==> config.mk <==
export PLATFORM = sky130hd
export DESIGN_NAME = alu_issue_queue
export DESIGN_NICKNAME = d
export VERILOG_FILES = /design/src/rtl/alu_issue_queue.sv
export SDC_FILE = /design/constraint.sdc
export NUM_CORES = 1
export LEC_CHECK = 0
export BUFFER_PORTS_ARGS = -buffer_cell sky130_fd_sc_hd__clkbuf_2
export CAP_MARGIN = 5
export CORE_AREA = 5 5 141 197
export DETAILED_ROUTE_END_ITERATION = 10
export DIE_AREA = 0 0 146 202
export HOLD_SLACK_MARGIN = 0.05
export SYNTH_ARGS = -nofsm -noshare
export SYNTH_HDL_FRONTEND = slang
export SYNTH_SLANG_ARGS = --single-unit
==> constraint.sdc <==
create_clock -name clock -period 6.35 [get_ports clock]
set_clock_uncertainty 0.1 [all_clocks]
set_input_delay 0.3175 -clock clock [delete_from_list [all_inputs] [get_ports clock]]
set_output_delay 0.3175 -clock clock [all_outputs]
set_load 0.02 [all_outputs]
==> src/rtl/alu_issue_queue.sv <==
// alu_issue_queue: command FIFO, issue stage and in-order result buffer
// sitting in front of a one-cycle registered 16-bit ALU.
module alu_issue_queue #(
    parameter int DEPTH     = 4,
    parameter int RES_DEPTH = 3
) (
    input  logic        clock,
    input  logic        reset,
    input  logic        cmd_valid,
    output logic        cmd_ready,
    input  logic [3:0]  cmd_op,
    input  logic [15:0] cmd_a,
    input  logic [15:0] cmd_b,
    output logic [15:0] alu_a,
    output logic [15:0] alu_b,
    output logic [3:0]  alu_sel,
    input  logic [15:0] alu_result,
    input  logic        alu_carry,
    input  logic        alu_zero,
    input  logic        alu_sign,
    input  logic        alu_parity,
    output logic        res_valid,
    input  logic        res_ready,
    output logic [15:0] res_data,
    output logic [3:0]  res_flags,
    output logic        res_divzero,
    output logic [2:0]  cmd_count
);
    localparam int AW = $clog2(DEPTH);
    localparam int CW = AW + 1;
    localparam logic [3:0] OP_DIV   = 4'b0011;
    localparam logic [3:0] SEL_IDLE = 4'b1111;

    logic [3:0]    fifo_op [DEPTH];
    logic [15:0]   fifo_a  [DEPTH];
    logic [15:0]   fifo_b  [DEPTH];
    logic [AW-1:0] wr_ptr;
    logic [AW-1:0] rd_ptr;
    logic [CW-1:0] count;
    logic          ready_en;

    logic v0, dz0, v1, dz1;

    logic [15:0] rb_data  [RES_DEPTH];
    logic [3:0]  rb_flags [RES_DEPTH];
    logic        rb_dz    [RES_DEPTH];
    logic [1:0]  rb_wp;
    logic [1:0]  rb_rp;
    logic [1:0]  rb_cnt;

    logic       full, empty, push, issue, res_pop, head_div0;
    logic [2:0] outstanding;

    assign full      = (count == CW'(DEPTH));
    assign empty     = (count == '0);
    assign cmd_ready = ready_en & ~full;
    assign push      = cmd_valid & cmd_ready;

    // a same-cycle result pop is not credited until the next cycle
    assign outstanding = {2'b0, v0} + {2'b0, v1} + {1'b0, rb_cnt};
    assign issue       = ~empty & (outstanding < 3'(RES_DEPTH));
    assign head_div0   = (fifo_op[rd_ptr] == OP_DIV) && (fifo_b[rd_ptr] == 16'd0);

    assign res_valid   = (rb_cnt != 2'd0);
    assign res_pop     = res_valid & res_ready;
    assign res_data    = res_valid ? rb_data[rb_rp]  : 16'd0;
    assign res_flags   = res_valid ? rb_flags[rb_rp] : 4'd0;
    assign res_divzero = res_valid & rb_dz[rb_rp];
    assign cmd_count   = 3'(count);

    always_ff @(posedge clock) begin
        if (push) begin
            fifo_op[wr_ptr] <= cmd_op;
            fifo_a[wr_ptr]  <= cmd_a;
            fifo_b[wr_ptr]  <= cmd_b;
        end
    end

    always_ff @(posedge clock or negedge reset) begin
        if (!reset) begin
            wr_ptr   <= '0;
            rd_ptr   <= '0;
            count    <= '0;
            ready_en <= 1'b0;
        end else begin
            ready_en <= 1'b1;
            if (push)
                wr_ptr <= wr_ptr + 1'b1;
            if (issue)
                rd_ptr <= rd_ptr + 1'b1;
            if (push && !issue)
                count <= count + 1'b1;
            else if (!push && issue)
                count <= count - 1'b1;
        end
    end

    always_ff @(posedge clock or negedge reset) begin
        if (!reset) begin
            alu_a   <= 16'd0;
            alu_b   <= 16'd0;
            alu_sel <= SEL_IDLE;
            v0      <= 1'b0;
            dz0     <= 1'b0;
            v1      <= 1'b0;
            dz1     <= 1'b0;
        end else begin
            v0  <= issue;
            dz0 <= issue & head_div0;
            v1  <= v0;
            dz1 <= dz0;
            if (issue) begin
                alu_a   <= fifo_a[rd_ptr];
                alu_b   <= head_div0 ? 16'd1 : fifo_b[rd_ptr];
                alu_sel <= fifo_op[rd_ptr];
            end else begin
                alu_sel <= SEL_IDLE;
            end
        end
    end

    always_ff @(posedge clock) begin
        if (v1) begin
            rb_data[rb_wp]  <= dz1 ? 16'hFFFF : alu_result;
            rb_flags[rb_wp] <= dz1 ? 4'b0000
                                   : {alu_carry, alu_zero, alu_sign, alu_parity};
            rb_dz[rb_wp]    <= dz1;
        end
    end

    always_ff @(posedge clock or negedge reset) begin
        if (!reset) begin
            rb_wp  <= 2'd0;
            rb_rp  <= 2'd0;
            rb_cnt <= 2'd0;
        end else begin
            if (v1)
                rb_wp <= (rb_wp == 2'(RES_DEPTH - 1)) ? 2'd0 : rb_wp + 2'd1;
            if (res_pop)
                rb_rp <= (rb_rp == 2'(RES_DEPTH - 1)) ? 2'd0 : rb_rp + 2'd1;
            if (v1 && !res_pop)
                rb_cnt <= rb_cnt + 2'd1;
            else if (!v1 && res_pop)
                rb_cnt <= rb_cnt - 2'd1;
        end
    end

endmodule

* Yosys cells after proc, flatten, opt, wreduce, memory -nomap -nowiden *
Memory sizes are Yosys's and may differ from the RTL's. A register that Yosys moved wholly into a read port is not among the register bits.
Index checks and enable logic that the tools add are counted.

word-level totals
  register bits = 38
  bits in writable memories = 207
  bits of input ports = 60
  output and inout port bits = 62
  word-level logic and storage cells = 73
  memories kept = 6

memory list
  name      depth  width  rd ports  clocked after memory_dff  wr ports  RTL line  RTL
  fifo_a    4      16     1         1                         1         35        logic [15:0] fifo_a [DEPTH];
  fifo_b    4      16     1         0                         1         36        logic [15:0] fifo_b [DEPTH];
  rb_data   3      16     1         0                         1         44        logic [15:0] rb_data [RES_DEPTH];
  fifo_op   4      4      1         0                         1         34        logic [3:0] fifo_op [DEPTH];
  rb_flags  3      4      1         0                         1         45        logic [3:0] rb_flags [RES_DEPTH];
  rb_dz     3      1      1         0                         1         46        logic rb_dz [RES_DEPTH];

cells by class
  add/subtract/negate cells = 10
  magnitude comparators = 1
  equality and inequality tests = 4
  multiplexer cells = 16
  bitwise operators = 8
  reduce and logical (&&, ||, !) cells = 15

operators with widths
  operator                                              number
  two-way mux 16 bit                                    3
  logical NOT 16 bit                                    1
  two-way mux 4 bit                                     3
  adder 2 x 1 -> 2 bit (second input constant)          5
  two-way mux 2 bit                                     4
  bitwise AND 1 bit                                     6
  two-way mux 3 bit                                     2
  nonzero test 2 bit                                    3
  logical AND 1 bit                                     5
  logical NOT 1 bit                                     5
  equality test 2 bit (second input constant)           2
  equality test 4 x 2 -> 1 bit (second input constant)  1
  two-way mux 1 bit                                     4
  adder 2 x 2 -> 3 bit                                  1
  adder 3 x 1 -> 3 bit (second input constant)          1
  equality test 3 bit (second input constant)           1
  logical NOT 3 bit                                     1
  < comparator 3 x 2 -> 1 bit (second input constant)   1
  subtractor 3 x 1 -> 3 bit (second input constant)     1
  adder 1 x 1 -> 2 bit                                  1
  inverter 1 bit                                        2
  subtractor 2 x 1 -> 2 bit (second input constant)     1

* Depth between registers and ports, before layout *
  word-level depth = 8
  mapped depth = 12
  depth with buffers taken out = 10

* Worst setup path after synthesis *
Ideal clock, no wire load.

  path type = reg2reg
  from = reg v0
  to = reg count[1] (netlist: cmd_count[1])
  setup time = 0.125 ns
  arrival = 2.803 ns
  required time = 6.125 ns
  setup slack = 3.322 ns
  stages on the path, launching flop included = 11
  path buffers = 2
  cell sequence = dfrtp_1 -> fa_1 -> ha_1 -> a211oi_1 -> buf_2 -> buf_2 -> inv_2 -> ha_1 -> inv_1 -> fa_1 -> mux2_2

between the ends
  word-level cells in the longest chain between the ends = 7
  elaborated cells on any way between the ends = 9
  those cells by class = add/sub (2); order compare (1); mux (1); bitwise (1); reduce/logical (4)

ends and longest elaborated chain
  item                                                     RTL line  RTL
  start: declaration                                       42        logic v0, dz0, v1, dz1;
  start signal: assignment                                 108       v0 <= issue;
  adder 1 x 1 -> 2 bit (*)                                 60        assign outstanding = {2'b0, v0} + {2'b0, v1} + {1'b0, rb_cnt};
  adder 2 x 2 -> 3 bit (*)                                 60
  < comparator 3 x 2 -> 1 bit (*)                          61        assign issue = ~empty & (outstanding < 3'(RES_DEPTH));
  bitwise AND 1 bit (*)                                    61
  named net issue                                          51        logic full, empty, push, issue, res_pop, head_div0;
  logical NOT 1 bit                                        91        if (push && !issue)
  logical AND 1 bit                                        91
  two-way mux 3 bit or nonzero test 2 bit (tied branches)  n/a
  end signal: assignment                                   92        count <= count + 1'b1;
  end signal: assignment                                   94        count <= count - 1'b1;
  end: declaration                                         39        logic [CW-1:0] count;

The timed path passes the listed nets; every way through them passes the cells marked *.
A chain may end at the register's enable or synchronous reset.

* Worst setup path after layout *
  from = reg v0
  to = reg count[1] (netlist: cmd_count[1])

between the ends
  word-level cells in the longest chain between the ends = 7
  elaborated cells on any way between the ends = 9
  those cells by class = add/sub (2); order compare (1); mux (1); bitwise (1); reduce/logical (4)

ends and longest elaborated chain
  item                                                     RTL line
  adder 1 x 1 -> 2 bit (*)                                 60
  adder 2 x 2 -> 3 bit (*)                                 60
  < comparator 3 x 2 -> 1 bit (*)                          61
  bitwise AND 1 bit (*)                                    61
  logical NOT 1 bit                                        91
  logical AND 1 bit                                        91
  two-way mux 3 bit or nonzero test 2 bit (tied branches)  n/a

Every way passes the cells marked *; elsewhere a longest branch is shown, timed or not.

==> metrics.yaml <==
status:
  outcome: "complete, no violations"
die:
  die_h_um: 202
  core_sq_mm: 0.0258
  start_util: 0.384
  num_rows: 70
  die_w_um: 146
  io_pins: 122
  die_area_sq_mm: 0.0295
detailed_routing:
  drtPass1Iterations: 4
  drc: 0
  first_iter_violations: 193
  wl_per_cell_um: 18.7
  viasPerCell: 4.86
  detail-route-antenna-nets: 0
  vias: 5131
  drt_wl_total_um: 19700
finish:
  final_cell_mix: "207 x edfxtp_1, 120 x clkbuf_2, 54 x dlygate4sd3_1"
  drive_gt1_frac: 0.375
  final_common_cell: "edfxtp_1"
  nets: 780
  multi_input_area_sq_mm: 0.00225
  antenna_cells: 0
  n_fill_cell: 2168
  area_growth_pct: 24.2
  regArea_sq_mm: 0.00757
logic_synthesis:
  synth_area_leaders: "edfxtp_1 63%, dfrtp_1 13%, mux4_2 8.2%, mux2_2 3.6%, mux2i_1 2.2%"
  synth.largest_area_cell: "edfxtp_1"
  syn_nets: 591
  synthesis.instances: 522
  synth-seq-cells: 261
  synth_top_area_frac: 0.626
  syn_area_sq_mm: 0.00993
  synth_seq_area_share: 0.762
  yosysWarnings: 0
  synth.distinct_cells: 36
  synth_area_per_cell_sq_um: 19.0
cts:
  cts_tree: "yes"
  numCtsBuffers: 27
  cts_sinks: 261
  clkTransAtPathRegs_ps: 60
  post_cts.repair.setup_buffers: 0
  clockBufferDepth: 3
  h-tree-depth: 1
  insertion_delay_ps: 520
  cts_root_buf: "clkbuf_16"
critical_path:
  path_class: "flop to flop"
  crit_fanout: 39
  slowest_stage: "buf_4"
  cp-end-kind: "flop"
  slowest_delay_ps: 520
  arrival_ps: 3520
  cp-start-kind: "flop"
  crit_buf_inv: 3
  worst-endpoint-required_ps: 6660
  crit_family: "adder cells"
  crit_chain: "fa_1, ha_1, a211oi_4, buf_4, inv_2, ha_1, inv_1, fa_1, mux2_2"
place:
  routabilityCongestion: 0.727
  dp_slack_ps: 3110
  portBuffers: 121
  dp_hpwl_um: 12100
global_routing:
  met2_usage: 0.242
  track_usage: 0.135
  antenna_found_initial: 0
  grtUsageMet1: 0.165
  grt_max_degree: 55
  grt_pass1_wl_um: 31900
  overflow: 0
  met3_usage: 0.0316
  first_global_vias: 5752
  grt_busiest_layer: "met2"
sta:
  period_minus_slack_ps: 3200
  tns_ps: 0
  fmax_ghz: 0.312
  setup_viol: 0
  rsz0062_at_grt: "false"
  setup_ws_ps: 3150
  drv_slew: 0
  period_share: 0.504
  tightest_slew_ps: 1050
  hold_viol: 0
  relSlewSlack: 0.298
pwr:
  p_leak_uw: 0.00462
  pwr_density_cell_mw_per_mm2: 512
  ir_drop_uv: 240
min_path:
  hold_class: "primary input to flop"
run:
  maxCapViolations: 0
==> layer usage <==
layer / part of all wire / vias up / wire length [um]
met5: 0 / - / 0
met4: 0.020 / 0 / 388
met3: 0.054 / 28 / 1070
met2: 0.52 / 123 / 10200
met1: 0.41 / 2595 / 8070
li1: - / 2385 / -
==> what timing repair did <==
| item | 4_1_cts | 5_1_grt |
|---|---|---|
| setup endpoints to repair | 0 | 0 |
| gates resized for setup | 0 | 0 |
| hold buffers | 54 | 0 |
| hold endpoints to repair | 245 | 0 |
==> worst reg2reg max path, delay by kind of cell (launching register included) <==
kind / cells / cell delay, ps
adders and majority gates: 4 / 1390
buffers and inverters: 3 / 690
muxes: 1 / 270
DFF: 1 / 410
AOI/OAI and AO/OA: 1 / 240
==> path summary, 6_finish.rpt <==
kind / from / endpoint / slack [ps] / cells past startpoint
max: v0$_DFF_PN0_ / cmd_count[1]$_DFFE_PN0P_ / 3150 / 9
min: alu_zero / rb_flags[0][2]$_DFFE_PP_ / 90 / 2
max reg2reg: v0$_DFF_PN0_ / cmd_count[1]$_DFFE_PN0P_ / 3150 / 9
min reg2reg: dz0$_DFF_PN0_ / dz1$_DFF_PN0_ / 270 / 0
max in group asynchronous: reset / rd_ptr[0]$_DFFE_PN0N_ / 5230 / 3
min in group asynchronous: reset / alu_a[4]$_DFFE_PN0N_ / 380 / 3
==> state kept, by name, summed over array words and instances, names as in the netlist <==
signal and flops:
alu_sel 4, fifo_a 64, alu_b 16, rb_cnt 2, dz1 1, fifo_op 16
ready_en 1, rb_rp 2, v0 1, rb_dz 3, wr_ptr 2, rb_wp 2
fifo_b 64, alu_a 16, v1 1, rb_flags 12, dz0 1, cmd_count 3
rb_data 48, rd_ptr 2
==> power breakdown <==
| group | leakage [uW] | switching, uW | internal (uW) |
|---|---|---|---|
| logic | 0.00167 | 1240 | 1000 |
| clock network | 0.000429 | 625 | 903 |
| registers | 0.00252 | 262 | 2280 |
| total | 0.00462 | 2130 | 4190 |
==> layout make-up <==
type | instances | area share
Clock buffer | 31 | 0.0560
Clock inverter | 18 | 0.0142
Inverter | 6 | 0.00183
Tap cell | 324 | 0.0329
Timing Repair Buffer | 184 | 0.0984
Sequential cell | 261 | 0.614
Multi-Input combinational cell | 231 | 0.183
==> Yosys cell counts, drive strengths merged <==
master	count
a211oi	1
a21boi	1
a21o	3
a21oi	21
and2	1
and3	4
buf	13
clkbuf	11
conb	1
dfrtp	50
dfstp	4
edfxtp	207
fa	2
ha	7
inv	6
mux2	33
mux2i	22
mux4	36
nand2	5
nand2b	5
nand4	1
nor2	47
nor2b	4
nor3	4
nor3b	1
nor4	4
o21ai	1
o41ai	1
or2	17
xnor2	5
xor2	4
==> logic make-up (layout without fill, tap and decap cells) <==
group                    count (synthesis)  after routing  synth area share
AO/OA/AOI/OAI                           28             28            0.0165
XOR/XNOR                                 9              9           0.00793
flip-flops                             261            261             0.762
AND/OR/NAND/NOR                         93             93            0.0451
multiplexers                            91             91             0.141
buffers and inverters                   30            239            0.0137
adder cells (fa/ha/maj)                  9              9            0.0128
other                                    1              1          0.000378
==> through the flow <==
| stage | util | hold WS, ps | power, uW | cell area [sq um] | std cells |
|---|---|---|---|---|---|
| detailed placement | 0.423 | 251 | 4860 | 10900 | 952 |
| finish | 0.477 | 89.8 | 6310 | 12300 | 1055 |
| CTS | 0.477 | 61.2 | 6430 | 12300 | 1055 |
| floorplan | - | -78.1 | 4130 | 9930 | 522 |
| global route | 0.477 | 68.3 | 6700 | 12300 | 1055 |
| global placement | 0.423 | 266 | 4780 | 10900 | 952 |
No activity file was read; power rests on OpenSTA's default activity.
